$ cat src/rtl/universal_shift_reg_pkg.sv
// Shared mode and state codes for the universal shift register.
// Imported by the top and the next-value function.
package universal_shift_reg_pkg;

    localparam logic [2:0] MODE_HOLD = 3'd0;
    localparam logic [2:0] MODE_LOAD = 3'd1;
    localparam logic [2:0] MODE_SHL  = 3'd2;
    localparam logic [2:0] MODE_SHR  = 3'd3;
    localparam logic [2:0] MODE_ROL  = 3'd4;
    localparam logic [2:0] MODE_ROR  = 3'd5;
    localparam logic [2:0] MODE_ASR  = 3'd6;
    localparam logic [2:0] MODE_CLR  = 3'd7;

    localparam logic [1:0] ST_IDLE = 2'd0;
    localparam logic [1:0] ST_RUN  = 2'd1;
    localparam logic [1:0] ST_DONE = 2'd2;

endpackage

$ cat src/rtl/universal_shift_reg_next_value.sv
// Combinational next-q function: one operation applied to q.
// Shared by single-cycle ops and burst ops.
module usr_next_value
    import universal_shift_reg_pkg::*;
#(
    parameter int WIDTH = 8
) (
    input  logic [2:0]       mode,
    input  logic [WIDTH-1:0] q,
    input  logic [WIDTH-1:0] d,
    input  logic             sin_l,
    input  logic             sin_r,
    output logic [WIDTH-1:0] nq
);

    always_comb begin
        nq = q;
        unique case (mode)
            MODE_HOLD: nq = q;
            MODE_LOAD: nq = d;
            MODE_SHL:  nq = {q[WIDTH-2:0], sin_r};
            MODE_SHR:  nq = {sin_l, q[WIDTH-1:1]};
            MODE_ROL:  nq = {q[WIDTH-2:0], q[WIDTH-1]};
            MODE_ROR:  nq = {q[0], q[WIDTH-1:1]};
            MODE_ASR:  nq = {q[WIDTH-1], q[WIDTH-1:1]};
            MODE_CLR:  nq = '0;
            default:   nq = q;
        endcase
    end

endmodule

$ cat src/rtl/universal_shift_reg.sv
// WIDTH-bit universal shift register with serial ends and
// a burst engine repeating one latched op count times.
module universal_shift_reg
    import universal_shift_reg_pkg::*;
#(
    parameter int WIDTH = 8,
    parameter int CW    = 4
) (
    input  logic             clock,
    input  logic             clear,
    input  logic             en,
    input  logic [2:0]       mode,
    input  logic [WIDTH-1:0] d,
    input  logic             sin_l,
    input  logic             sin_r,
    input  logic             start,
    input  logic [CW-1:0]    count,
    output logic [WIDTH-1:0] q,
    output logic             sout_l,
    output logic             sout_r,
    output logic             busy,
    output logic             done
);

    logic [1:0]       state_q;
    logic [1:0]       state_d;
    logic [CW-1:0]    remaining;
    logic [2:0]       bmode;
    logic [2:0]       op_mode;
    logic [WIDTH-1:0] nq;
    logic             in_run;
    logic             take;
    logic             apply;

    assign in_run  = (state_q == ST_RUN);
    assign take    = (state_q == ST_IDLE) && start;
    assign op_mode = in_run ? bmode : mode;
    // A start accepted in IDLE suppresses that cycle's en op.
    assign apply   = in_run || (en && !take);

    usr_next_value #(
        .WIDTH(WIDTH)
    ) u_next (
        .mode (op_mode),
        .q    (q),
        .d    (d),
        .sin_l(sin_l),
        .sin_r(sin_r),
        .nq   (nq)
    );

    always_ff @(posedge clock) begin
        if (clear) begin
            state_q <= ST_IDLE;
        end else begin
            state_q <= state_d;
        end
    end

    always_comb begin
        state_d = state_q;
        unique case (state_q)
            ST_IDLE: begin
                if (start && (count != '0))
                    state_d = ST_RUN;
                else if (start)
                    state_d = ST_DONE;
            end
            ST_RUN: begin
                if (remaining == CW'(1))
                    state_d = ST_DONE;
            end
            ST_DONE: state_d = ST_IDLE;
            default: state_d = ST_IDLE;
        endcase
    end

    always_comb begin
        busy = (state_q == ST_RUN);
        done = (state_q == ST_DONE);
    end

    always_ff @(posedge clock) begin
        if (clear) begin
            q         <= '0;
            remaining <= '0;
            bmode     <= MODE_HOLD;
        end else begin
            if (apply)
                q <= nq;
            if (take) begin
                remaining <= count;
                bmode     <= mode;
            end else if (in_run) begin
                remaining <= remaining - CW'(1);
            end
        end
    end

    assign sout_l = q[WIDTH-1];
    assign sout_r = q[0];

endmodule

$ cat config.mk
export PLATFORM = sky130hd
export DESIGN_NAME = universal_shift_reg
export DESIGN_NICKNAME = d
export VERILOG_FILES = /design/src/rtl/universal_shift_reg_pkg.sv /design/src/rtl/universal_shift_reg_next_value.sv /design/src/rtl/universal_shift_reg.sv
export SDC_FILE = /design/constraint.sdc
export NUM_CORES = 1
export LEC_CHECK = 0
export ABC_CLOCK_PERIOD_IN_PS = 3250
export BUFFER_PORTS_ARGS = -buffer_cell sky130_fd_sc_hd__buf_4
export CELL_PAD_IN_SITES_DETAIL_PLACEMENT = 2
export CELL_PAD_IN_SITES_GLOBAL_PLACEMENT = 2
export CORE_ASPECT_RATIO = 0.5
export CORE_UTILIZATION = 31
export DETAILED_ROUTE_END_ITERATION = 10
export MAX_ROUTING_LAYER = met4
export PLACE_DENSITY_LB_ADDON = 0.1
export REMOVE_ABC_BUFFERS = 1
export SYNTH_ARGS = -nofsm -noshare
export SYNTH_HDL_FRONTEND = slang
export SYNTH_SLANG_ARGS = --single-unit
export TNS_END_PERCENT = 10
$ cat constraint.sdc
create_clock -name clock -period 3.25 [get_ports clock]
set_input_delay 0.1625 -clock clock [delete_from_list [all_inputs] [get_ports clock]]
set_output_delay 0.1625 -clock clock [all_outputs]
set_load 0.1 [all_outputs]
== Yosys cells after proc, flatten, opt, wreduce, memory -nomap -nowiden ==
Cells that the tools add are included.
Cells by class
  add/sub/neg operators: 1
  multipliers: 0
  div/mod/pow operators: 0
  $lt $le $gt $ge: 0
  equality and inequality tests: 12
  shifts and indexed selects: 0
  muxes and demuxes: 8
  bitwise gates (word level): 2
  reductions and logical operators: 12
Operator list (number)
  $pmux W8 S7: 1
  $eq A3 B3 Y1 const B: 4
  $mux W4: 2
  $eq A3 B2 Y1 const B: 2
  $mux W2: 3
  $eq A4 B1 Y1 const B: 1
  $pmux W2 S2: 1
  $reduce_and A2 Y1: 2
  $reduce_bool A4 Y1: 1
  $sub A4 B1 Y4 const B: 1
  $eq A3 B1 Y1 const B: 1
  $logic_and A1 B1 Y1: 3
  $logic_not A3 Y1: 1
  $mux W3: 1
  $ne A3 B2 Y1 const B: 1
  $reduce_and A3 Y1: 1
  $eq A2 B1 Y1 const B: 1
  $eq A2 B2 Y1 const B: 1
  $logic_not A2 Y1: 1
  $ne A2 B1 Y1 const B: 1
  $not A1 Y1: 2
  $reduce_bool A2 Y1: 1
  $logic_not A1 Y1: 1
  $logic_or A1 B1 Y1: 1
Word-level totals
  register bits: 17
  latch bits: 0
  RAM bits: 0
  ROM bits: 0
  input bits: 21
  output and inout bits: 12
  memories: 0

== Longest topological paths before layout ==
Gate-level depths: netlist of run 1.
  word-level depth: 6
  gate-level depth with buffers: 7
  depth with buffers taken out: 6

== Modules after synthesis ==
A second synthesis of run 1 with hierarchy kept.
Second synthesis, totals
  cells, all modules: 153
  area total of the unflattened synthesis: 1251.2 um^2
Modules (own cells, without submodules)
  universal_shift_reg: times used 1, cells each 93, area each 840.8 um^2, sequential area each 340.3 um^2
  usr_next_value: times used 1, cells each 60, area each 410.4 um^2, sequential area each 0.0 um^2

== Worst setup path after synthesis of run 1 ==
OpenSTA, ideal clock, no wires.
  kind: flip-flop to output port
  from: register state_q[1]
  to: output port done
  arrival: 1.973 ns
  data required time: 3.087 ns
  slack: 1.114 ns
  stages on the path, launching flop included: 4
  cell sequence: dfxtp_1 > clkbuf_1 > inv_1 > nor2_1
On the way
  cells in the longest elaborated chain, start to end: 1
Ends and longest elaborated chain
  from (decl): RTL line universal_shift_reg.sv:25  | logic [1:0] state_q;
  from (signal assigned): RTL line universal_shift_reg.sv:56  | state_q <= state_d;
  $eq A2 B2 Y1: RTL line universal_shift_reg.sv:80  | done = (state_q == ST_DONE);
  to (decl): RTL line universal_shift_reg.sv:22  | output logic done
No other way between the ends.

== Final worst setup path of run 1 ==
  from: register state_q[1]
  to: register q[0]
On the way
  cells in the longest elaborated chain, start to end: 6
  elaborated cells between the ends (all ways): 18
  those cells by class: 8 x eq/ne; 2 x mux; 1 x bitwise; 7 x reduce/logical
Ends and longest elaborated chain
  parallel branches: the longest is 6 deep, another holds $pmux W8 S7
  to (signal assigned): RTL line universal_shift_reg.sv:90  | q <= nq;
  to (decl): RTL line universal_shift_reg.sv:18  | output logic [WIDTH-1:0] q,
Several ways; the timed one is not identified.
A chain may end at the register's enable or synchronous reset.

==> metrics.yaml, run 1 <==
cap_violations: 0
syn_to_final_growth_pct: 25.64
cts_hold_buf: 0
dieArea_um2: 4043
grt_overflow: 0
cts_made_buffers: 3
drv_slew: 0
postCtsSetupBuffers: 0
seq_area_frac_synth_pct: 29.06
tightest_slew_ns: 0.6714
drc: 0
synth_area_per_cell_um2: 8.190
yosys_warnings: 0
mostFrequentLayoutCell: "buf_4"
clk_pin_slew_ns: 0.07
max_stage_delay_ns: 0.62
netlist-cell-type-count: 40
drt_pass1_iterations: 4
ant_nets: 0
cts.path.max_buffers: 2
finalSetupViolCount: 0
crit_family: "compound AO/OA/AOI/OAI gates"
grt_pass1_vias: 1237
wire_per_inst_um: 16.50
die_w_um: 88.93
grt_antenna_before_repair: 0
p_per_area_nw_per_um2: 530.7
grt_max_degree: 16
worstPathRequired_ns: 3.44
path_buf_inv: 1
drtIter0Drc: 28
finalHoldViolations: 0
coreArea_um2: 3528
path_max_fanout: 15
cts_tree: "yes"
post-route-min-period_ns: 2.473
tns_ns: 0
place_hpwl_mm: 2.736
period_share_pct: 76.09
crit_arrival_ns: 2.66
clk-insertion-delay-late_ns: 0.26
critPathLaunchType: "flip-flop"
endpoint_kind: "flip-flop"
io_pins: 33
drt-total-wl_mm: 3.662
grt_usage_pct: 21.05
criticalPathCategory: "reg2reg"
ir_drop_uv: 171.4
via_per_inst: 5.365
critPathSlowestCell: "dfxtp_1"
clockRootBuffer: "clkbuf_8"
syn-cell-area_um2: 1171
port_buffers: 32
nets: 195
path_cells: "nand2b_1, inv_2, o31ai_1, a21oi_1, nor2_4, o2bb2ai_1"
hold_path.class: "in2reg"
rows: 15
h-tree-depth: 1
synth-seq-cells: 17
floorplan.initialDensity_pct: 33.19
max_freq_mhz: 404.4
maxSlewHeadroom_pct: 53.96
die_y_um: 45.46
fin_skew_ns: 0.002765
place_inst: 218
rsz0062_at_grt: "false"
vias: 1191
postSynthCellCount: 143
total_power_uw: 780.9
cts-resized-gates: 0
final_cell_mix: "buf_4, a21oi_1, dfxtp_1, nor2_1, o21ai_0"
place.gp.congestion: 0.7752
drive_above_1_share_pct: 23.98
cts_num_sinks: 17
instances_no_fill: 222
grt_pass1_wl_mm: 6.085
diodes: 0
leakagePower_uw: 0.0006117
run_status: "completed"
-- synthesized netlist by cell type --
cell       count  share of area (%)
nor3_1         1               0.43
mux2_4         1                1.3
a2111oi_0      1               0.75
buf_6          1               0.96
buf_4          4                2.6
o31ai_1        2                1.3
a211oi_1       1               0.64
or4b_1         2                1.7
nor4_1         1               0.53
o22a_1         1               0.75
a211oi_2       1                1.1
o21a_1         1               0.64
and3_1         1               0.53
inv_2          1               0.32
inv_1          6                1.9
nor2_1        13                4.2
o211a_1        6                5.1
buf_1          1               0.32
ha_1           2                2.1
a311oi_1       1               0.75
a31oi_1        2                1.1
nand2b_1       4                2.1
nor2_4         1               0.96
o22ai_1        2                1.1
dfxtp_1       17                 29
nand4bb_1      1               0.96
clkbuf_1       3               0.96
o21ai_1        2               0.85
a21oi_1       17                7.3
o221ai_1       1               0.75
mux2_1         2                1.9
o2bb2ai_1      7                5.2
mux2i_1        9                7.7
nor2b_1        1               0.53
nand2_1        6                1.9
or3_1          1               0.53
nand3_1        6                2.6
o21ai_0       11                4.7
a2bb2oi_1      1               0.75
mux2i_2        1                1.2
-- cell families (layout without fill, tap and decap cells) --
kind of cell	count (synthesis)	in the layout	synth area share, %
AOI/OAI and AO/OA	57	57	32.69
adders and majority gates	2	2	2.136
buffers and inverters	16	44	7.050
DFF	17	17	29.06
muxes	13	13	12.07
and+or+nand+nor	38	38	16.99
-- state kept, by name (all words and copies together) (netlist names) --
name       flops
q              8
bmode          3
remaining      4
state_q        2
-- per-stage QoR --
step                hold slack (ns)  instance area [um2]  setup slack, ns  util, %
detailed placement           0.4595                 1426           0.7864    40.43
global placement             0.4498                 1426            1.034    40.43
global route                 0.1887                 1471           0.5443    41.70
CTS                          0.1834                 1471           0.7843    41.70
floorplan                    0.2316                 1115           0.9707        -
finish                       0.1839                 1471           0.7771    41.70
-- final cells by class --
class / count / area [um2]
Tap cell: 51 / 63.81
Multi-Input combinational cell: 110 / 748.2
Fill cell: 433 / 2057
Clock buffer: 4 / 45.04
Timing Repair Buffer: 33 / 247.7
Inverter: 7 / 26.28
Sequential cell: 17 / 340.3
-- metal layers --
metal | vias to the layer above | global-route usage [%] | wire, um
met5 | - | - | 0
met4 | 0 | 4.194 | 14
met3 | 2 | 4.891 | 134
met2 | 22 | 36.15 | 1756
met1 | 574 | 25.76 | 1758
li1 | 593 | - | -
-- path summary, 6_finish.rpt --
path	cells past startpoint	endpoint	slack [ns]	start
worst min-delay path	3	bmode[2]$_SDFFE_PP0P_	0.18	mode[2]
worst max register to register	6	q[0]$_SDFFE_PP0P_	0.78	state_q[1]$_SDFFE_PP0P_
worst min register to register	1	q[1]$_SDFFE_PP0P_	0.52	q[1]$_SDFFE_PP0P_
worst max-delay path	6	q[0]$_SDFFE_PP0P_	0.78	state_q[1]$_SDFFE_PP0P_
-- report_power, final --
| part | switching (uW) | internal (uW) | total, uW |
|---|---|---|---|
| clock | 77.9 | 87.2 | 165 |
| sequential | 35.2 | 233 | 268 |
| combinational | 237 | 111 | 348 |
-- worst register-to-register path: cells and delay by family, from the launching register on --
| family | cells | cell delay (ns) |
|---|---|---|
| flops | 1 | 0.62 |
| compound gates | 3 | 0.88 |
| simple gates | 2 | 0.74 |
| buf+inv | 1 | 0.15 |
Power figures use the tool's default switching activity.
==> run 2, diff against run 1 <==
--- a/config.mk
+++ b/config.mk
@@ -5,12 +5,12 @@
 export SDC_FILE = /design/constraint.sdc
 export NUM_CORES = 1
 export LEC_CHECK = 0
-export ABC_CLOCK_PERIOD_IN_PS = 3250
+export ABC_CLOCK_PERIOD_IN_PS = 2170
 export BUFFER_PORTS_ARGS = -buffer_cell sky130_fd_sc_hd__buf_4
 export CELL_PAD_IN_SITES_DETAIL_PLACEMENT = 2
 export CELL_PAD_IN_SITES_GLOBAL_PLACEMENT = 2
 export CORE_ASPECT_RATIO = 0.5
-export CORE_UTILIZATION = 31
+export CORE_UTILIZATION = 26
 export DETAILED_ROUTE_END_ITERATION = 10
 export MAX_ROUTING_LAYER = met4
 export PLACE_DENSITY_LB_ADDON = 0.1
==> constraint.sdc (replaced) <==
create_clock -name clock -period 2.17 [get_ports clock]
set_input_delay 0.1085 -clock clock [delete_from_list [all_inputs] [get_ports clock]]
set_output_delay 0.1085 -clock clock [all_outputs]
set_load 0.1 [all_outputs]
==> run 2 against run 1 <==
Against the previous run: sequential cell count did not move; sequential share of layout area is 0.82 points lower; fmax is 32% higher; critical path depth shrank 1; worst hold slack got worse by 0.048 ns; utilization down 4.5 points; via count up 3.3%; design area increased by 3.7%; die area grew 19%; total power is 52% higher; global-route usage is 3.2 points lower; combinational power rose by 58%.
==> metrics.yaml, run 2 (synthesized netlist as in run 1, its figures left out) <==
clk_pin_slew_ns: 0.07  # about the same
path_cells: "nand2b_1, mux2_1, mux2i_1, o211a_1, o2bb2ai_1"  # was nand2b_1, inv_2, o31ai_1, a21oi_1, nor2_4, o2bb2ai_1
maxSlewHeadroom_pct: 65.14  # was 53.96%
fin_skew_ns: 0.001959  # was 0.002765 ns
wire_per_inst_um: 16.74  # was 16.50 um
cts_hold_buf: 0  # unchanged
cts.path.max_buffers: 2  # unchanged
drc: 0  # unchanged
critPathSlowestCell: "mux2_1"  # was dfxtp_1
clk-insertion-delay-late_ns: 0.26  # about the same
period_share_pct: 86.36  # was 76.09%
power_switching_share_pct: 44.54  # was 44.83%
drtIter0Drc: 17  # was 28
finalHoldViolations: 0  # unchanged
leakagePower_uw: 0.0006392  # was 0.0006117 uW
die_y_um: 49.46  # was 45.46 um
max_stage_delay_ns: 0.55  # was 0.62 ns
grt_usage_pct: 17.81  # was 21.05%
rsz0062_at_grt: "false"  # unchanged
pwr-share-clk_pct: 20.7  # was 21.1%
criticalPathCategory: "reg2reg"  # unchanged
cts-resized-gates: 0  # unchanged
cts_num_sinks: 17  # unchanged
drv_slew: 0  # unchanged
drt-total-wl_mm: 3.851  # was 3.662 mm
dp_worst_setup_slack_ns: 0.2025  # was 0.7864 ns
cts_made_buffers: 3  # unchanged
final_cell_mix: "buf_4, a21oi_1, dfxtp_1, nor2_1, o21ai_0"  # unchanged
h-tree-depth: 1  # unchanged
coreArea_um2: 4104  # was 3528 um2
grt_pass1_wl_mm: 6.603  # was 6.085 mm
mostFrequentLayoutCell: "buf_4"  # unchanged
grt_max_degree: 15  # was 16
finalSetupViolCount: 0  # unchanged
critPathLaunchType: "flip-flop"  # unchanged
grt_overflow: 0  # unchanged
fillers: 487  # was 433
cap_violations: 0  # unchanged
dieArea_um2: 4793  # was 4043 um2
post-route-min-period_ns: 1.874  # was 2.473 ns
floorplan.initialDensity_pct: 28.54  # was 33.19%
multi_input_area_um2: 760.7  # was 748.2 um2
fin_util_pct: 37.16  # was 41.70%
postCtsSetupBuffers: 0  # unchanged
run_status: "completed"  # unchanged
via_per_inst: 5.348  # was 5.365
ir_drop_uv: 235.7  # was 171.4 uV
grt_antenna_before_repair: 0  # unchanged
hold_path.class: "in2reg"  # unchanged
worstPathRequired_ns: 2.35  # was 3.44 ns
vias: 1230  # was 1,191
top_register: "q"  # unchanged
crit_arrival_ns: 2.06  # was 2.66 ns
p_per_area_nw_per_um2: 778.5  # was 530.7 nW/um2
max_freq_mhz: 533.6  # was 404.4 MHz
grt_pass1_vias: 1325  # was 1,237
p_int_uw: 658.5  # was 430.8 uW
rows: 16  # was 15
ant_nets: 0  # unchanged
ff_latch_area_um2: 340.3  # unchanged
tightest_slew_ns: 0.5084  # was 0.6714 ns
io_pins: 33  # unchanged
drt_pass1_iterations: 4  # unchanged
die_w_um: 96.92  # was 88.93 um
seqPwrFrac_pct: 33.0  # was 34.3%
largest_reg_flops: 8  # unchanged
path_max_fanout: 8  # was 15
place_hpwl_mm: 2.899  # was 2.736 mm
drive_above_1_share_pct: 26.70  # was 23.98%
nets: 200  # was 195
reg_top3: "q x8, remaining x4, bmode x3"  # unchanged
endpoint_kind: "flip-flop"  # unchanged
diodes: 0  # unchanged
clockRootBuffer: "clkbuf_8"  # unchanged
p_switching_uw: 528.9  # was 350.1 uW
place.gp.congestion: 0.7897  # was 0.7752
port_buffers: 32  # unchanged
syn_to_final_growth_pct: 30.23  # was 25.64%
pwr-share-comb_pct: 46.3  # was 44.5%
cts_tree: "yes"  # unchanged
setup_ws_ns: 0.2959  # was 0.7771 ns
-- run 2: changes by cell type in the layout (fill, tap and decap cells not counted), sizes merged --
cell	change
buf	+5
-- run 2: layout make-up --
class,count,area share [%]
flip-flops and latches,17,22.31
repair buffers,38,18.70
inverters,7,1.723
well taps,54,4.430
clock buffers,4,2.953
multi-input cells,110,49.88
-- run 2: critical path, delay by kind of cell, from the launching register on --
kind             cells  cell delay, ns
AO/OA/AOI/OAI        2            0.38
flip-flops           1            0.32
multiplexers         2            0.73
AND/OR/NAND/NOR      1            0.37
-- run 2: power by group through the flow --
stage,Sequential (uW),Clock (uW),Combinational [uW]
after floorplan,543,0,235
after global placement,398,0,541
after detailed placement,400,0,550
after CTS,393,255,553
after global routing,400,263,593
final,392,245,550
-- run 2: through the flow --
step | power [uW] | hold slack [ns] | instance area, um2 | std cells | TNS (ns)
6_report | 1187 | 0.1362 | 1525 | 230 | 0
5_1_grt | 1256 | 0.1516 | 1525 | 230 | 0
4_1_cts | 1201 | 0.1363 | 1513 | 230 | 0
3_5_place_dp | 949.4 | 0.4092 | 1468 | 226 | 0
3_3_place_gp | 939.3 | 0.3954 | 1468 | 226 | 0
2_1_floorplan | 777.7 | 0.1776 | 1115 | 134 | -0.6657
-- run 2: worst paths after layout --
check,startpoint,end,slack (ns),cells after the start
worst max-delay path,state_q[1]$_SDFFE_PP0P_,q[2]$_SDFFE_PP0P_,0.30,5
worst min-delay path,d[6],q[6]$_SDFFE_PP0P_,0.14,3
worst max register to register,state_q[1]$_SDFFE_PP0P_,q[2]$_SDFFE_PP0P_,0.30,5
worst min register to register,q[1]$_SDFFE_PP0P_,q[1]$_SDFFE_PP0P_,0.51,1
-- run 2: metal layers --
metal  wire, um  GRT usage [%]  share of wire (%)  vias to the layer above
met4         34          2.985               0.88                        0
met1       1821          21.08                 47                      605
met3        106          3.121                2.8                        4
met5          0              -                  0                        -
met2       1889          32.51                 49                       23
li1           -              -                  -                      598
==> run 3, diff against run 2 <==
--- a/config.mk
+++ b/config.mk
@@ -15,6 +15,7 @@
 export MAX_ROUTING_LAYER = met4
 export PLACE_DENSITY_LB_ADDON = 0.1
 export REMOVE_ABC_BUFFERS = 1
+export SETUP_SLACK_MARGIN = 0.4
 export SYNTH_ARGS = -nofsm -noshare
 export SYNTH_HDL_FRONTEND = slang
 export SYNTH_SLANG_ARGS = --single-unit
==> run 3 against run 2 <==
Against the previous run: total power grew 2.5%; sequential share of layout area fell by 0.95 points; final cell count increased by 0.87%; highest routed layer unchanged; register-to-register slack better by 0.18 ns; clock power barely moved; clock skew increased by 0.00065 ns; routed wire length is 2.1% higher; global-route usage down 0.058 points; worst hold slack improved by 0.0033 ns.
==> metrics.yaml, run 3 (synthesized netlist as in run 1, its figures left out) <==
reg2reg_slack_ns: 0.48  # was 0.30 ns
period_share_pct: 77.98  # was 86.36%
worstPathRequired_ns: 2.32  # was 2.35 ns
diodes: 0  # unchanged
wire_per_inst_um: 16.94  # was 16.74 um
rows: 16  # unchanged
nets: 202  # was 200
total_power_uw: 1217  # was 1187 uW
maxSlewHeadroom_pct: 73.08  # was 65.14%
rr_worst_depth: 7  # was 5
h-tree-depth: 1  # unchanged
mostFrequentLayoutCell: "buf_4"  # unchanged
grt_overflow: 0  # unchanged
max_stage_delay_ns: 0.56  # was 0.55 ns
cts_tree: "yes"  # unchanged
cts_num_sinks: 17  # unchanged
ir_drop_uv: 241.5  # was 235.7 uV
grt_pass1_wl_mm: 6.568  # was 6.603 mm
cts.path.max_buffers: 2  # unchanged
cap_violations: 0  # unchanged
r2r_end: "q[2]$_SDFFE_PP0P_"  # unchanged
dp_worst_setup_slack_ns: 0.2025  # unchanged
grt_usage_pct: 17.76  # was 17.81%
tns_ns: 0  # unchanged
clk-insertion-delay-late_ns: 0.25  # was 0.26 ns
top_register: "q"  # unchanged
dieArea_um2: 4793  # unchanged
hold_path.class: "in2reg"  # unchanged
grt_max_degree: 15  # unchanged
die_w_um: 96.92  # unchanged
run_status: "completed"  # unchanged
final_cell_mix: "buf_4, dfxtp_1, a21oi_1, nor2_1, o21ai_0"  # was buf_4, a21oi_1, dfxtp_1, nor2_1, o21ai_0
drive_above_1_share_pct: 32.02  # was 26.70%
floorplan.initialDensity_pct: 28.54  # unchanged
finalSetupViolCount: 0  # unchanged
ant_nets: 0  # unchanged
grt_pass1_vias: 1318  # was 1,325
reg_top3: "q x8, remaining x4, bmode x3"  # unchanged
fillers: 483  # was 487
vias: 1252  # was 1,230
crit_end: "q[2]$_SDFFE_PP0P_"  # unchanged
grt_antenna_before_repair: 0  # unchanged
drt-total-wl_mm: 3.930  # was 3.851 mm
fin_skew_ns: 0.002611  # was 0.001959 ns
max_freq_mhz: 591.0  # was 533.6 MHz
r2r-start: "state_q[1]$_SDFFE_PP0P_"  # unchanged
place.gp.congestion: 0.7897  # unchanged
tightest_slew_ns: 0.3959  # was 0.5084 ns
io_pins: 33  # unchanged
critPathSlowestCell: "or4b_4"  # was mux2_1
path_cells: "buf_6, or4b_4, o31ai_4, a211oi_4, buf_4, o21ai_0, o2bb2ai_2"  # was nand2b_1, mux2_1, mux2i_1, o211a_1, o2bb2ai_1
place_hpwl_mm: 2.899  # unchanged
port_buffers: 32  # unchanged
cts_made_buffers: 3  # unchanged
path_max_fanout: 14  # was 8
clockRootBuffer: "clkbuf_8"  # unchanged
endpoint_kind: "flip-flop"  # unchanged
finalHoldViolations: 0  # unchanged
post-route-min-period_ns: 1.692  # was 1.874 ns
setup_ws_ns: 0.4779  # was 0.2959 ns
drv_slew: 0  # unchanged
placed_area_um2: 1468  # unchanged
cp-startpoint: "state_q[1]$_SDFFE_PP0P_"  # unchanged
coreArea_um2: 4104  # unchanged
via_per_inst: 5.397  # was 5.348
rsz0062_at_grt: "false"  # unchanged
drt_pass1_iterations: 4  # unchanged
leakagePower_uw: 0.0006562  # was 0.0006392 uW
cts_hold_buf: 0  # unchanged
die_y_um: 49.46  # unchanged
crit_arrival_ns: 1.84  # was 2.06 ns
critPathLaunchType: "flip-flop"  # unchanged
largest_reg_flops: 8  # unchanged
design_area_um2: 1593  # was 1525 um2
p_per_area_nw_per_um2: 764.3  # was 778.5 nW/um2
clk_pin_slew_ns: 0.07  # about the same
drc: 0  # unchanged
min_delay_path_depth: 3  # unchanged
drtIter0Drc: 28  # was 17
syn_to_final_growth_pct: 36.00  # was 30.23%
criticalPathCategory: "reg2reg"  # unchanged
-- run 3: area by class of cell --
cell class / count / area, um2 / area share (%)
multi-input cells: 110 / 805.8 / 50.59
flip-flops and latches: 17 / 340.3 / 21.37
repair buffers: 40 / 307.8 / 19.32
well taps: 54 / 67.56 / 4.242
clock buffers: 4 / 45.04 / 2.828
inverters: 7 / 26.28 / 1.650
-- run 3: worst max-delay path, delay by kind of cell, from the launching register on --
kind                   cells  cell delay (ns)
buffers and inverters      2             0.31
AO/OA/AOI/OAI              4             0.39
flip-flops                 1             0.32
AND/OR/NAND/NOR            1             0.56
-- run 3: metal layers --
metal  track usage (%)  wire length (um)
met1             20.93              1819
met2             32.51              1983
met3             3.121                97
met5                 -                 0
met4             2.985                30
-- run 3: repair_timing --
action | in CTS | in global routing
pin swaps | 1 | 2
endpoints found under the setup margin | 8 | 7
buffers inserted | 0 | 2
gates resized for setup | 9 | 5
gates cloned | 0 | 0
-- run 3: worst min-delay path by stage --
stage | startpoint | end
after CTS | d[6] | q[6]$_SDFFE_PP0P_
after floorplan | clear | bmode[0]$_SDFFE_PP0P_
final | d[6] | q[6]$_SDFFE_PP0P_
after global placement | d[6] | q[6]$_SDFFE_PP0P_
after detailed placement | mode[2] | bmode[2]$_SDFFE_PP0P_
after global routing | mode[0] | bmode[0]$_SDFFE_PP0P_
-- run 3: through the flow --
stage	hold WS [ns]	std cells	util, %
after floorplan	0.1776	134	-
after global placement	0.3954	226	35.76
after detailed placement	0.4092	226	35.76
after CTS	0.1387	230	37.87
after global routing	0.1663	232	38.81
final	0.1395	232	38.81
-- run 3: power by group --
group / switching (uW) / leakage, uW / internal [uW]
clock: 113 / 0.0000228 / 130
combinational: 382 / 0.000494 / 198
sequential: 45.4 / 0.000140 / 349
